--- src/rtl/cella_pkg.sv ---
// Shared types, default geometry and address helpers for the CELLA command sequencer.
package cella_pkg;

    localparam int unsigned NUM_BANKS_DEF = 16;
    localparam int unsigned NUM_ROWS_DEF  = 4;
    localparam int unsigned NUM_COLS_DEF  = 8;
    localparam int unsigned WORD_W_DEF    = 16;
    localparam int unsigned RD_LAT_DEF    = 1;
    localparam int unsigned RSP_DEPTH_DEF = 4;

    typedef enum logic [1:0] {
        OP_READ   = 2'b00,
        OP_WRITE  = 2'b01,
        OP_SEARCH = 2'b10,
        OP_NOP    = 2'b11
    } op_e;

    // On the command side the NOP encoding means sweep-search.
    localparam op_e CMD_SWEEP = OP_NOP;

    typedef enum logic {
        S_IDLE,
        S_SWEEP
    } state_e;

    function automatic logic [31:0] addr_col(input logic [31:0] addr, input int unsigned col_w);
        return addr & ((32'd1 << col_w) - 32'd1);
    endfunction

    function automatic logic [31:0] addr_line(input logic [31:0] addr, input int unsigned col_w);
        return addr >> col_w;
    endfunction

    function automatic logic [31:0] addr_join(input logic [31:0] line, input logic [31:0] col,
                                              input int unsigned col_w);
        return (line << col_w) | col;
    endfunction

    function automatic int unsigned popcount(input logic [63:0] v);
        int unsigned n = 0;
        for (int i = 0; i < 64; i++) n += 32'(v[i]);
        return n;
    endfunction

endpackage

--- src/rtl/cella_cmd_seq_if.sv ---
// Command, array and response signals of the sequencer; rsp_cnt exists only with CELLA_SEQ_POPCNT_EN.
interface cella_cmd_seq_if #(
    parameter int unsigned ADDR_W = 9,
    parameter int unsigned WORD_W = 16,
    parameter int unsigned COL_W  = 3
);
    logic              cmd_valid;
    logic              cmd_ready;
    logic [1:0]        cmd_op;
    logic [ADDR_W-1:0] cmd_addr;
    logic [WORD_W-1:0] cmd_bank;
    logic              cmd_en;

    logic [1:0]        arr_op_code;
    logic [ADDR_W-1:0] arr_addr;
    logic [WORD_W-1:0] arr_data_bank;
    logic [WORD_W-1:0] arr_data_in;
    logic [WORD_W-1:0] arr_rdata;

    logic              rsp_valid;
    logic              rsp_ready;
    logic [WORD_W-1:0] rsp_data;
    logic [COL_W-1:0]  rsp_col;
    logic              rsp_last;
`ifdef CELLA_SEQ_POPCNT_EN
    localparam int unsigned CNT_W = $clog2(WORD_W + 1);
    logic [CNT_W-1:0]  rsp_cnt;
`endif

    modport master (
        output cmd_valid, cmd_op, cmd_addr, cmd_bank, cmd_en, arr_rdata, rsp_ready,
        input  cmd_ready, arr_op_code, arr_addr, arr_data_bank, arr_data_in,
               rsp_valid, rsp_data, rsp_col, rsp_last
`ifdef CELLA_SEQ_POPCNT_EN
        , input rsp_cnt
`endif
    );

    modport slave (
        input  cmd_valid, cmd_op, cmd_addr, cmd_bank, cmd_en, arr_rdata, rsp_ready,
        output cmd_ready, arr_op_code, arr_addr, arr_data_bank, arr_data_in,
               rsp_valid, rsp_data, rsp_col, rsp_last
`ifdef CELLA_SEQ_POPCNT_EN
        , output rsp_cnt
`endif
    );

endinterface

--- src/rtl/cella_rsp_fifo.sv ---
// Show-ahead response FIFO: head entry is visible whenever valid_o is high; flush empties it.
module cella_rsp_fifo #(
    parameter int unsigned W     = 20,
    parameter int unsigned DEPTH = 4
) (
    input  logic         clk,
    input  logic         rst,
    input  logic         flush_i,
    input  logic         push_i,
    input  logic [W-1:0] push_data_i,
    input  logic         pop_i,
    output logic [W-1:0] rd_data_o,
    output logic         valid_o
);
    localparam int unsigned PTR_W = $clog2(DEPTH);

    logic [W-1:0]     mem_q [DEPTH];
    logic [PTR_W-1:0] wr_ptr_q, rd_ptr_q;
    logic [PTR_W:0]   cnt_q;

    always_ff @(posedge clk or posedge rst) begin
        if (rst) begin
            wr_ptr_q <= '0;
            rd_ptr_q <= '0;
            cnt_q    <= '0;
        end else if (flush_i) begin
            wr_ptr_q <= '0;
            rd_ptr_q <= '0;
            cnt_q    <= '0;
        end else begin
            if (push_i) wr_ptr_q <= wr_ptr_q + 1'b1;
            if (pop_i)  rd_ptr_q <= rd_ptr_q + 1'b1;
            cnt_q <= cnt_q + (PTR_W+1)'(push_i) - (PTR_W+1)'(pop_i);
        end
    end

    // NOTE: storage has no reset; cnt_q alone decides which entries are meaningful.
    always_ff @(posedge clk) begin
        if (push_i) mem_q[wr_ptr_q] <= push_data_i;
    end

    assign valid_o   = (cnt_q != '0);
    assign rd_data_o = mem_q[rd_ptr_q];

endmodule

--- src/rtl/cella_cmd_seq.sv ---
// CELLA command sequencer: one array op per cycle, sweep-search over all columns, credit-limited responses.
// Define CELLA_SEQ_POPCNT_EN to add rsp_cnt (popcount of rsp_data, captured at FIFO push).
module cella_cmd_seq
    import cella_pkg::*;
#(
    parameter int unsigned NUM_BANKS = NUM_BANKS_DEF,
    parameter int unsigned NUM_ROWS  = NUM_ROWS_DEF,
    parameter int unsigned NUM_COLS  = NUM_COLS_DEF,
    parameter int unsigned WORD_W    = WORD_W_DEF,
    parameter int unsigned RD_LAT    = RD_LAT_DEF,
    parameter int unsigned RSP_DEPTH = RSP_DEPTH_DEF
) (
    input  logic           clk,
    input  logic           rst,
    cella_cmd_seq_if.slave bus
);
    localparam int unsigned BANK_W = $clog2(NUM_BANKS);
    localparam int unsigned ROW_W  = $clog2(NUM_ROWS);
    localparam int unsigned COL_W  = $clog2(NUM_COLS);
    localparam int unsigned LINE_W = BANK_W + ROW_W;
    localparam int unsigned ADDR_W = LINE_W + COL_W;
    localparam int unsigned CRD_W  = $clog2(RSP_DEPTH + 1);
`ifdef CELLA_SEQ_POPCNT_EN
    localparam int unsigned CNT_W  = $clog2(WORD_W + 1);
    localparam int unsigned ENT_W  = WORD_W + COL_W + 1 + CNT_W;
`else
    localparam int unsigned ENT_W  = WORD_W + COL_W + 1;
`endif

    typedef struct packed {
        logic             vld;
        logic [COL_W-1:0] col;
        logic             last;
    } tag_t;

    state_e            state_q;
    logic [COL_W-1:0]  col_cnt_q;
    logic [LINE_W-1:0] swp_line_q;
    logic [WORD_W-1:0] swp_mask_q;
    logic              swp_en_q;
    logic [CRD_W-1:0]  credit_q, credit_d;
    op_e               arr_op_q;
    logic [ADDR_W-1:0] arr_addr_q;
    logic [WORD_W-1:0] arr_bank_q;
    logic              arr_en_q;
    tag_t              iss_q;
    tag_t              pipe_q [RD_LAT];

    logic has_credit, cmd_ready, accept, issue, pop, rsp_valid;
    logic [ENT_W-1:0] push_ent, head_ent;

    assign has_credit = (credit_q < CRD_W'(RSP_DEPTH));
    assign cmd_ready  = !rst && (state_q == S_IDLE) && has_credit;
    assign accept     = bus.cmd_valid && cmd_ready;
    assign pop        = rsp_valid && bus.rsp_ready;

    // NOTE: always_comb outputs get a default first so no path can leave a latch behind.
    always_comb begin
        issue = 1'b0;
        if (state_q == S_SWEEP)
            issue = has_credit;
        else if (accept)
            issue = (bus.cmd_op == OP_READ) || (bus.cmd_op == OP_SEARCH);
        credit_d = credit_q + CRD_W'(issue) - CRD_W'(pop);
    end

    // NOTE: all sequential state uses non-blocking assignments so every register samples pre-edge values.
    always_ff @(posedge clk or posedge rst) begin
        if (rst) begin
            state_q    <= S_IDLE;
            col_cnt_q  <= '0;
            swp_line_q <= '0;
            swp_mask_q <= '0;
            swp_en_q   <= 1'b0;
            credit_q   <= '0;
            arr_op_q   <= OP_NOP;
            arr_addr_q <= '0;
            arr_bank_q <= '0;
            arr_en_q   <= 1'b0;
            iss_q      <= '0;
        end else begin
            credit_q   <= credit_d;
            arr_op_q   <= OP_NOP;
            arr_addr_q <= '0;
            arr_bank_q <= '0;
            arr_en_q   <= 1'b0;
            iss_q      <= '0;
            case (state_q)
                S_IDLE: begin
                    if (accept && bus.cmd_op == CMD_SWEEP) begin
                        state_q    <= S_SWEEP;
                        col_cnt_q  <= '0;
                        swp_line_q <= LINE_W'(addr_line(32'(bus.cmd_addr), COL_W));
                        swp_mask_q <= bus.cmd_bank;
                        swp_en_q   <= bus.cmd_en;
                    end else if (accept) begin
                        arr_op_q   <= op_e'(bus.cmd_op);
                        arr_addr_q <= bus.cmd_addr;
                        arr_bank_q <= bus.cmd_bank;
                        arr_en_q   <= bus.cmd_en;
                        iss_q      <= tag_t'{vld: (bus.cmd_op != OP_WRITE), col: '0, last: 1'b1};
                    end
                end
                S_SWEEP: begin
                    if (has_credit) begin
                        arr_op_q   <= OP_SEARCH;
                        arr_addr_q <= ADDR_W'(addr_join(32'(swp_line_q), 32'(col_cnt_q), COL_W));
                        arr_bank_q <= swp_mask_q;
                        arr_en_q   <= swp_en_q;
                        iss_q      <= tag_t'{vld: 1'b1, col: col_cnt_q,
                                             last: (col_cnt_q == COL_W'(NUM_COLS - 1))};
                        col_cnt_q  <= col_cnt_q + 1'b1;
                        if (col_cnt_q == COL_W'(NUM_COLS - 1)) state_q <= S_IDLE;
                    end
                end
                default: state_q <= S_IDLE;
            endcase
        end
    end

    // iss_q travels with the driven op; RD_LAT more stages line it up with arr_rdata.
    always_ff @(posedge clk or posedge rst) begin
        if (rst) begin
            for (int i = 0; i < RD_LAT; i++) pipe_q[i] <= '0;
        end else begin
            pipe_q[0] <= iss_q;
            for (int i = 1; i < RD_LAT; i++) pipe_q[i] <= pipe_q[i-1];
        end
    end

`ifdef CELLA_SEQ_POPCNT_EN
    assign push_ent = {bus.arr_rdata, pipe_q[RD_LAT-1].col, pipe_q[RD_LAT-1].last,
                       CNT_W'(popcount(64'(bus.arr_rdata)))};
    assign {bus.rsp_data, bus.rsp_col, bus.rsp_last, bus.rsp_cnt} = head_ent;
`else
    assign push_ent = {bus.arr_rdata, pipe_q[RD_LAT-1].col, pipe_q[RD_LAT-1].last};
    assign {bus.rsp_data, bus.rsp_col, bus.rsp_last} = head_ent;
`endif

    cella_rsp_fifo #(
        .W     (ENT_W),
        .DEPTH (RSP_DEPTH)
    ) u_rsp_fifo (
        .clk         (clk),
        .rst         (rst),
        .flush_i     (1'b0),
        .push_i      (pipe_q[RD_LAT-1].vld),
        .push_data_i (push_ent),
        .pop_i       (pop),
        .rd_data_o   (head_ent),
        .valid_o     (rsp_valid)
    );

    assign bus.cmd_ready     = cmd_ready;
    assign bus.rsp_valid     = rsp_valid;
    assign bus.arr_op_code   = arr_op_q;
    assign bus.arr_addr      = arr_addr_q;
    assign bus.arr_data_bank = arr_bank_q;
    assign bus.arr_data_in   = {{(WORD_W-1){1'b0}}, arr_en_q};

endmodule

--- src/flat_wrapper.sv ---
// flat-port wrapper written by rule: the top's interface ports become plain ports
module cella_cmd_seq_flat import cella_pkg::*;
#(
    parameter int unsigned NUM_BANKS = NUM_BANKS_DEF,
    parameter int unsigned NUM_ROWS  = NUM_ROWS_DEF,
    parameter int unsigned NUM_COLS  = NUM_COLS_DEF,
    parameter int unsigned WORD_W    = WORD_W_DEF,
    parameter int unsigned RD_LAT    = RD_LAT_DEF,
    parameter int unsigned RSP_DEPTH = RSP_DEPTH_DEF
)
  (clk, rst, bus_cmd_valid, bus_cmd_op, bus_cmd_addr, bus_cmd_bank, bus_cmd_en, bus_arr_rdata, bus_rsp_ready, bus_cmd_ready, bus_arr_op_code, bus_arr_addr, bus_arr_data_bank, bus_arr_data_in, bus_rsp_valid, bus_rsp_data, bus_rsp_col, bus_rsp_last);
  cella_cmd_seq_if #(.ADDR_W(9), .WORD_W(WORD_W), .COL_W(3)) bus_i ();
  input  logic clk;
  input  logic rst;
  input wire logic [$bits(bus_i.cmd_valid)-1:0] bus_cmd_valid;
  input wire logic [$bits(bus_i.cmd_op)-1:0] bus_cmd_op;
  input wire logic [$bits(bus_i.cmd_addr)-1:0] bus_cmd_addr;
  input wire logic [$bits(bus_i.cmd_bank)-1:0] bus_cmd_bank;
  input wire logic [$bits(bus_i.cmd_en)-1:0] bus_cmd_en;
  input wire logic [$bits(bus_i.arr_rdata)-1:0] bus_arr_rdata;
  input wire logic [$bits(bus_i.rsp_ready)-1:0] bus_rsp_ready;
  output wire logic [$bits(bus_i.cmd_ready)-1:0] bus_cmd_ready;
  output wire logic [$bits(bus_i.arr_op_code)-1:0] bus_arr_op_code;
  output wire logic [$bits(bus_i.arr_addr)-1:0] bus_arr_addr;
  output wire logic [$bits(bus_i.arr_data_bank)-1:0] bus_arr_data_bank;
  output wire logic [$bits(bus_i.arr_data_in)-1:0] bus_arr_data_in;
  output wire logic [$bits(bus_i.rsp_valid)-1:0] bus_rsp_valid;
  output wire logic [$bits(bus_i.rsp_data)-1:0] bus_rsp_data;
  output wire logic [$bits(bus_i.rsp_col)-1:0] bus_rsp_col;
  output wire logic [$bits(bus_i.rsp_last)-1:0] bus_rsp_last;
  assign bus_i.cmd_valid = bus_cmd_valid;
  assign bus_i.cmd_op = bus_cmd_op;
  assign bus_i.cmd_addr = bus_cmd_addr;
  assign bus_i.cmd_bank = bus_cmd_bank;
  assign bus_i.cmd_en = bus_cmd_en;
  assign bus_i.arr_rdata = bus_arr_rdata;
  assign bus_i.rsp_ready = bus_rsp_ready;
  assign bus_cmd_ready = bus_i.cmd_ready;
  assign bus_arr_op_code = bus_i.arr_op_code;
  assign bus_arr_addr = bus_i.arr_addr;
  assign bus_arr_data_bank = bus_i.arr_data_bank;
  assign bus_arr_data_in = bus_i.arr_data_in;
  assign bus_rsp_valid = bus_i.rsp_valid;
  assign bus_rsp_data = bus_i.rsp_data;
  assign bus_rsp_col = bus_i.rsp_col;
  assign bus_rsp_last = bus_i.rsp_last;
  cella_cmd_seq #(.NUM_BANKS(NUM_BANKS), .NUM_ROWS(NUM_ROWS), .NUM_COLS(NUM_COLS), .WORD_W(WORD_W), .RD_LAT(RD_LAT), .RSP_DEPTH(RSP_DEPTH)) u_core (.clk(clk), .rst(rst), .bus(bus_i));
endmodule
--- config.mk ---
export PLATFORM = sky130hd
export DESIGN_NAME = cella_cmd_seq_flat
export DESIGN_NICKNAME = d
export VERILOG_FILES = /design/src/rtl/cella_pkg.sv /design/src/rtl/cella_cmd_seq_if.sv /design/src/rtl/cella_rsp_fifo.sv /design/src/rtl/cella_cmd_seq.sv /design/src/flat_wrapper.sv
export SDC_FILE = /design/constraint.sdc
export NUM_CORES = 1
export LEC_CHECK = 0
export CAP_MARGIN = 15
export CELL_PAD_IN_SITES_DETAIL_PLACEMENT = 2
export CELL_PAD_IN_SITES_GLOBAL_PLACEMENT = 2
export CORE_ASPECT_RATIO = 0.7
export CORE_MARGIN = 2
export CORE_UTILIZATION = 34
export DETAILED_ROUTE_END_ITERATION = 10
export HOLD_SLACK_MARGIN = 0.03
export PLACE_DENSITY = 0.79
export SKIP_LAST_GASP = 1
export SYNTH_ARGS = -nofsm -noshare
export SYNTH_HDL_FRONTEND = slang
export SYNTH_SLANG_ARGS = --single-unit
--- constraint.sdc ---
create_clock -name clk -period 2.2 [get_ports clk]
set_clock_uncertainty 0.05 [all_clocks]
set_input_delay 0.44 -clock clk [delete_from_list [all_inputs] [get_ports clk]]
set_output_delay 0.44 -clock clk [all_outputs]
set_load 0.05 [all_outputs]
# Word level (Yosys, flattened, before mapping)
# Memories as Yosys holds them, arrays and structs flattened.
# Cells that the tools add are included.
# op_classes
n_addsub	7
order_cmp	1
n_bitwise	2
mux	31
n_reduce_logical	11
eq_ne	6
# op_table
cell	count
$mux 16	3
$pmux 16 s2	1
$mux 9	3
$pmux 9 s2	1
$mux 5	3
$mux 1	11
$pmux 5 s2	1
$or 9x3->9	1
$add 3x1->3	2
$mux 3	2
$pmux 3 s2	1
$sub 3x1->3	2
$logic_and 1x1->1	5
$add 2x1->2 const B	2
$eq 2x2->1 const B	2
$mux 2	2
$ne 2x2->1 const B	2
$pmux 1 s2	2
$pmux 2 s2	1
$reduce_and 2->1	2
$add 3x1->3 const B	1
$eq 3x3->1 const B	1
$lt 3x3->1 const B	1
$reduce_bool 3->1	1
other kinds (5)	5
# word_totals
reg_bits	75
ramBits	80
memories	1
out_inout_bits	65
# memory_table
memory	depth	width	read_ports	rd_clocked_by_memory_dff	write_ports	line_no	text
u_core.u_rsp_fifo.mem_q	4	20	1	0	1	cella_rsp_fifo.sv:17	logic [W-1:0] mem_q [DEPTH];

# Longest topological paths before layout
# Gate-level depths: netlist of the first run.
# depth
ltp_word	8
mapped_depth	6
depth_no_buf	6

# Hierarchy
# From an unflattened synthesis of the first run, not the netlist that was laid out.
# unflattened
cells_unflattened	326
area_unflattened_um2	6112.1
# by_module_without_submodules
module	seq_area_each_um2	cells_each	area_each_um2	n_inst
cella_rsp_fifo	2577.5	143	3347.0	1
cella_cmd_seq	1704.1	183	2765.2	1

# Worst setup path after synthesis of the first run
# No wires, ideal clock.
# synth_path
path_type	input to register
start	input rst
end	register u_core.credit_q[1]
t_arrival_ps	1851
t_required_ps	2014
setup_slack_ps	163
stages	5
n_path_buf	1
path_cell_list	or4b_1 buf_6 o21ai_0 ha_1 fa_1
# synth_between
elab_chain_len	8
# synth_lines
item	line_no	text
from (decl)	flat_wrapper.sv:14	input logic rst;
$logic_not 1->1 (no source line)	--	
$logic_and 1x1->1 (2 in series)	cella_cmd_seq.sv:53	assign cmd_ready = !rst && (state_q == S_IDLE) && has_credit;
$logic_and 1x1->1	cella_cmd_seq.sv:54	assign accept = bus.cmd_valid && cmd_ready;
$mux 1	cella_cmd_seq.sv:62	else if (accept)
$mux 1	cella_cmd_seq.sv:60	if (state_q == S_SWEEP)
$add 3x1->3	cella_cmd_seq.sv:64	credit_d = credit_q + CRD_W'(issue) - CRD_W'(pop);
$sub 3x1->3	cella_cmd_seq.sv:64	
named net u_core.credit_d[1]	cella_cmd_seq.sv:41	logic [CRD_W-1:0] credit_q, credit_d;
to (signal assigned)	cella_cmd_seq.sv:82	credit_q <= credit_d;
to (decl)	cella_cmd_seq.sv:41	
# The timed path passes the listed nets, and every way through them passes these cells.
# A chain may end at the register's enable or synchronous reset.

# Worst setup path in the final report of the first run
# layout_path
start	register u_core.u_rsp_fifo.rd_ptr_q[0]
end	output bus_rsp_data[12]
# layout_between
elab_chain_len	1
# layout_lines
item	line_no	text
from (decl)	cella_rsp_fifo.sv:18	logic [PTR_W-1:0] wr_ptr_q, rd_ptr_q;
from (signal assigned)	cella_rsp_fifo.sv:32	if (pop_i) rd_ptr_q <= rd_ptr_q + 1'b1;
$mem_v2 4x20	--	
to (decl)	flat_wrapper.sv:28	output wire logic [$bits(bus_i.rsp_data)-1:0] bus_rsp_data;
# No other way between the ends.

==> impl_metrics.ini, run 1 <==
[drt]
maxUsedRoutingLayer = met4
met3_length_um = 429
drt_wl_total_um = 13300
viasPerCell = 4.58
drc = 0
drtPass1Iterations = 4
drtAntennaViolNets = 0
wl_per_cell_um = 19.3
wl_met2_um = 6730
routed-via-count = 3157
wl_met1_um = 6000
drtIter0Drc = 85

[logic_synthesis]
synth.avg_cell_area_um2 = 18.9
synth_cell_types = 33
ys.warnings.count = 0
syn_inst = 318
ys_seq_elements = 155
ys_seq_area_share_pct = 71.4
synth_top_area_share_pct = 40.1
synth-edff-count = 80
synthFlopType = edfxtp_1
synthArstFlopShare_pct = 48.4
synth_area_um2 = 6000
synth.largest_area_cell = edfxtp_1
netlist_top_cells_area = edfxtp_1 (40%), dfrtp_1 (30%), mux4_2 (7.5%), mux2_4 (4.5%), a22o_1 (3.4%)

[power_and_ir_drop]
powerDensity_nw_per_um2 = 1550
power_mw = 12.7
p_leak_nw = 3.32
vdd_ir_drop_max_mv = 0.617

[flow_run]
maxCapViolCount = 0

[floorplan]
die_w_um = 163
io_pins = 113
rows = 40
die_h_um = 115
die_area_um2 = 18700
core_region_area_um2 = 17200
start_util_pct = 34.8

[timing]
hold_viol = 0
max_freq_mhz = 437
rsz0062_at_grt = yes
setup_violations = 20
final_max_slew_viol_count = 0
worst_pin_slew_ns = 0.589
finalWorstSetupSlack_ns = -0.0884
post-route-min-period_ns = 2.29
slew_headroom_pct = 60.6
tns_ns = -1.46
timing.final.crit_share_pct = 104

[final_layout]
n_antenna_cell = 0
nNetsFinal = 505
syn_to_final_growth_pct = 36.9
drive_above_1_share_pct = 28.2
final_util_pct = 47.7

[placed_design]
hpwl_um = 9240
io_buffers = 97
dp_slack_ns = -0.249
finalWeightedCongestion = 0.686

[global_routing]
grt_usage_pct = 15.2
grt_pass1_vias = 3719
overflow = 0
antenna_found_initial = 0
grt_max_degree = 37
grt_pass1_wl_um = 21000

[clock_tree]
clkLatencyLatePin_ns = 0.42
hold_buffers = 0
clockBufferDepth = 2
cts.sinks = 155
cts-htree-levels = 4
cts_tree = built
clkSlewWorstSetupHoldPaths_ns = 0.06
cts_made_buffers = 17
cts_root_buf = clkbuf_16

[critical_path]
worstPathArrival_ns = 1.80
cp_max_fo = 10
worstSetupPathType = reg2out
end_kind = primary output
cp.required_ns = 1.71
crit_path_start_kind = flip-flop

[min_path]
hp-class = reg2reg

[outcome]
status = finished with violations
violations = setup timing
-- worst max-delay path, stage by stage, from the launching register on --
cell and delay [ns]:
dfrtp_2 0.45, buf_12 0.18, mux4_2 0.57, buf_12 0.18
-- area by class of cell --
class / count / area (µm²)
clock inverter: 13 / 153
tap: 231 / 289
sequential: 155 / 4280
multi-input combinational: 136 / 1500
timing repair buffer: 122 / 1480
clock buffer: 19 / 454
fill: 1573 / 9010
inverter: 13 / 52.6
-- cell usage in the layout, fill, tap and decap left out, drive strengths merged, types with 2 or more instances in the layout --
| master | instances |
|---|---|
| o21ai | 8 |
| a22o | 23 |
| mux4 | 20 |
| bufinv | 2 |
| mux2 | 23 |
| fa | 2 |
| and2 | 7 |
| dfstp | 2 |
| clkbuf | 20 |
| edfxtp | 80 |
| nand2 | 7 |
| dlygate4sd2 | 2 |
| conb | 15 |
| clkdlybuf4s50 | 73 |
| ha | 10 |
| xor2 | 4 |
| dfrtp | 73 |
| xnor2 | 3 |
| inv | 20 |
| a21o | 4 |
| clkinv | 3 |
| buf | 46 |
-- through the flow --
stage	std cells	hold slack, ns	instance area, µm²
after floorplan	332	0.281	6050
after global placement	655	0.290	7570
after detailed placement	655	0.291	7570
after CTS	687	0.303	8180
after global routing	689	0.312	8210
final	689	0.301	8210
-- registers in the layout, summed over array words and instances, names as in the netlist --
signal / cells
u_core.arr_en_q: 1
u_core.u_rsp_fifo.cnt_q: 3
u_core.col_cnt_q: 3
u_core.iss_q: 5
u_core.bus.arr_op_code: 2
u_core.u_rsp_fifo.wr_ptr_q: 2
u_core.pipe_q: 5
u_core.swp_en_q: 1
u_core.bus.arr_addr: 9
u_core.swp_mask_q: 16
u_core.bus.arr_data_bank: 16
u_core.credit_q: 3
u_core.u_rsp_fifo.rd_ptr_q: 2
u_core.state_q: 1
u_core.swp_line_q: 6
u_core.u_rsp_fifo.mem_q: 80
-- Yosys cell counts, types with 3 or more instances --
cell	count
clkbuf_1	4
and2_1	7
inv_1	13
a22o_1	23
nand2_1	7
buf_4	16
mux2_4	18
mux2_2	5
mux4_2	20
a21o_1	4
xnor2_1	3
dfrtp_1	73
o21ai_0	8
edfxtp_1	80
buf_6	3
xor2_1	4
ha_1	10
-- routing by layer --
metal | up-vias | track usage, %
met1 | 1674 | 19.7
met3 | 11 | 4.00
li1 | 1414 | -
met4 | 0 | 4.90
met2 | 58 | 25.2
met5 | - | 0
-- where the power goes --
| group | leakage (nW) | internal, mW | switching (mW) | total [mW] |
|---|---|---|---|---|
| logic | 1.33 | 2.47 | 2.94 | 5.41 |
| registers | 1.69 | 3.91 | 0.402 | 4.31 |
| clock network | 0.301 | 1.77 | 1.22 | 2.99 |
| total | 3.32 | 8.15 | 4.56 | 12.7 |
-- kinds of logic after synthesis --
| kind of cell | share of synthesized area [%] |
|---|---|
| other | 0.0625 |
| AO/OA/AOI/OAI | 5.07 |
| flip-flops | 71.4 |
| XOR/XNOR | 1.02 |
| adder cells (fa/ha/maj) | 2.75 |
| multiplexers | 13.0 |
| AND/OR/NAND/NOR | 2.19 |
| buffers and inverters | 4.53 |
-- timing repair --
item	CTS	global route
gates cloned	0	1
setup buffers	0	1
endpoints found under the setup margin	22	20
pin swaps	0	0
hold endpoints to repair	0	0
gates resized for setup	2	0
-- path summary, 6_finish.rpt --
| kind | startpoint | endpoint | slack (ns) | depth (start not counted) |
|---|---|---|---|---|
| max | u_core.u_rsp_fifo.rd_ptr_q[0] | bus_rsp_data[12] | -0.09 | 3 |
| min | u_core.iss_q[2] | u_core.pipe_q[2] | 0.30 | 0 |
| max reg2reg | u_core.u_rsp_fifo.cnt_q[1] | u_core.credit_q[2] | 0.17 | 6 |
| min reg2reg | u_core.iss_q[2] | u_core.pipe_q[2] | 0.30 | 0 |
| max in group asynchronous | rst | u_core.bus.arr_op_code[1] | 1.04 | 4 |
| min in group asynchronous | rst | u_core.swp_line_q[3] | 0.46 | 3 |
Power figures use the tool's default switching activity.
==> run 2, diff against run 1 <==
Settings changed: HOLD_SLACK_MARGIN 0.03 to not set, SKIP_CTS_REPAIR_TIMING set to 1.
==> run 2 against run 1 <==
Net effect:
- the flow still finishes with violations (setup timing)
- critical path depth unchanged
- worst setup slack barely moved
- die area stayed put
- hold slack barely moved
- total power is essentially flat
- sequential cell count did not move
- cell area about the same
- non-clock buffer count is the same
- highest routed layer unchanged
==> impl_metrics.ini, run 2 (synthesis gave the netlist of run 1 again) <==
[min_path]
hp-class = reg2reg
hp-start = u_core.iss_q[2]

[placed_design]
hpwl_um = 9240
io_buffers = 97
finalWeightedCongestion = 0.686
placed_area_um2 = 7570
dp.cells = 655
dp_slack_ns = -0.249

[critical_path]
crit_slowest_cell = mux4_2
r2r_start = u_core.u_rsp_fifo.cnt_q[1]
cp-startpoint = u_core.u_rsp_fifo.rd_ptr_q[0]
cp_max_fo = 10
end_kind = primary output
cp.required_ns = 1.71
crit_path_start_kind = flip-flop
path_cells = clkbuf_16, mux4_2, buf_12
worstSetupPathType = reg2out
worstPathArrival_ns = 1.80
slowest_delay_ns = 0.54

[floorplan]
start_util_pct = 34.8
die_h_um = 115
die_w_um = 163
die_area_um2 = 18700
rows = 40
io_pins = 113
core_region_area_um2 = 17200

[final_layout]
layout_commonest_cell = edfxtp_1
layout_common_cells = edfxtp_1 (80), clkdlybuf4s50_1 (73), dfrtp_1 (72)
syn_to_final_growth_pct = 37.1
top_register = u_core.u_rsp_fifo.mem_q
drive_above_1_share_pct = 28.2
final_cells = 689
fillers = 1569
n_antenna_cell = 0
nNetsFinal = 505
final_util_pct = 47.7
largest_reg_flops = 80
fin_area_um2 = 8220

[timing]
timing.final.crit_share_pct = 104
hold_viol = 0
setup_violations = 20
worst_pin_slew_ns = 0.588
finalWorstSetupSlack_ns = -0.0884
post-route-min-period_ns = 2.29
max_freq_mhz = 437
final_max_slew_viol_count = 0
slew_headroom_pct = 60.6
rsz0062_at_grt = yes

[global_routing]
gr-usage-met2_pct = 25.2
grt_pass1_vias = 3718
grt_pass1_wl_um = 21000
overflow = 0
met1_usage_pct = 19.7
grt_max_degree = 37
grt_usage_pct = 15.2
antenna_found_initial = 0
grt_use_met3_pct = 4.00
busiest_layer = met2

[clock_tree]
cts-htree-levels = 4
cts.sinks = 155
clockBufferDepth = 2
cts_made_buffers = 17
cts_root_buf = clkbuf_16
clkSlewWorstSetupHoldPaths_ns = 0.06
cts_tree = built
clkLatencyLatePin_ns = 0.42

[outcome]
status = finished with violations
violations = setup timing

[drt]
drtIter0Drc = 97
drtPass1Iterations = 4
wl_per_cell_um = 19.4
routed-via-count = 3153
drc = 0
drt_wl_total_um = 13400
viasPerCell = 4.58
drtAntennaViolNets = 0

[power_and_ir_drop]
p_leak_nw = 3.33
powerDensity_nw_per_um2 = 1550
vdd_ir_drop_max_mv = 0.617

[flow_run]
maxCapViolCount = 0
run 2: cell types whose count changed in the layout (fill, tap and decap cells not counted), sizes merged:
| cell | before | now |
|---|---|---|
| dlygate4sd2 | 2 | 0 |
| dlymetal6s2s | 0 | 2 |
run 2: critical path: cells and delay by family (launching register included):
family                 cells  cell delay (ns)
buffers and inverters      2             0.39
flip-flops                 1             0.45
multiplexers               1             0.54
run 2: layout make-up:
class | instances | area (µm²) | area share, %
multi-input combinational | 136 | 1500 | 18.2
sequential | 155 | 4280 | 52.1
timing repair buffer | 122 | 1490 | 18.1
clock inverter | 13 | 153 | 1.86
inverter | 13 | 52.6 | 0.639
tap | 231 | 289 | 3.52
clock buffer | 19 | 454 | 5.53
run 2: final timing paths:
kind                                        endpoint  slack (ns)  cells past startpoint
hold reg to reg                     u_core.pipe_q[2]        0.30                      0
max in group asynchronous  u_core.bus.arr_op_code[1]        1.04                      4
setup reg to reg                  u_core.credit_q[2]        0.17                      6
min in group asynchronous       u_core.swp_line_q[3]        0.46                      3
hold / removal                      u_core.pipe_q[2]        0.30                      0
setup / recovery                    bus_rsp_data[13]       -0.09                      3
run 2: metrics by stage:
stage / power (mW) / hold slack, ns / TNS (ns)
after floorplan: 7.43 / 0.281 / 0
after global placement: 9.56 / 0.290 / -7.59
after detailed placement: 9.79 / 0.291 / -10.20
after CTS: 12.9 / 0.303 / -2.52
after global routing: 13.4 / 0.312 / -2.98
final: 12.7 / 0.302 / -1.47
run 2: layer usage:
layer	vias to the layer above	share of wire, %
li1	1414	-
met1	1669	45
met2	56	50
met3	14	3.2
met4	0	1.4
met5	-	0
run 2: report_power, final:
group | total [mW] | internal, mW | switching, mW | leakage [nW]
Sequential | 4.31 | 3.91 | 0.402 | 1.69
Combinational | 5.42 | 2.48 | 2.94 | 1.34
Clock | 2.99 | 1.77 | 1.22 | 0.301
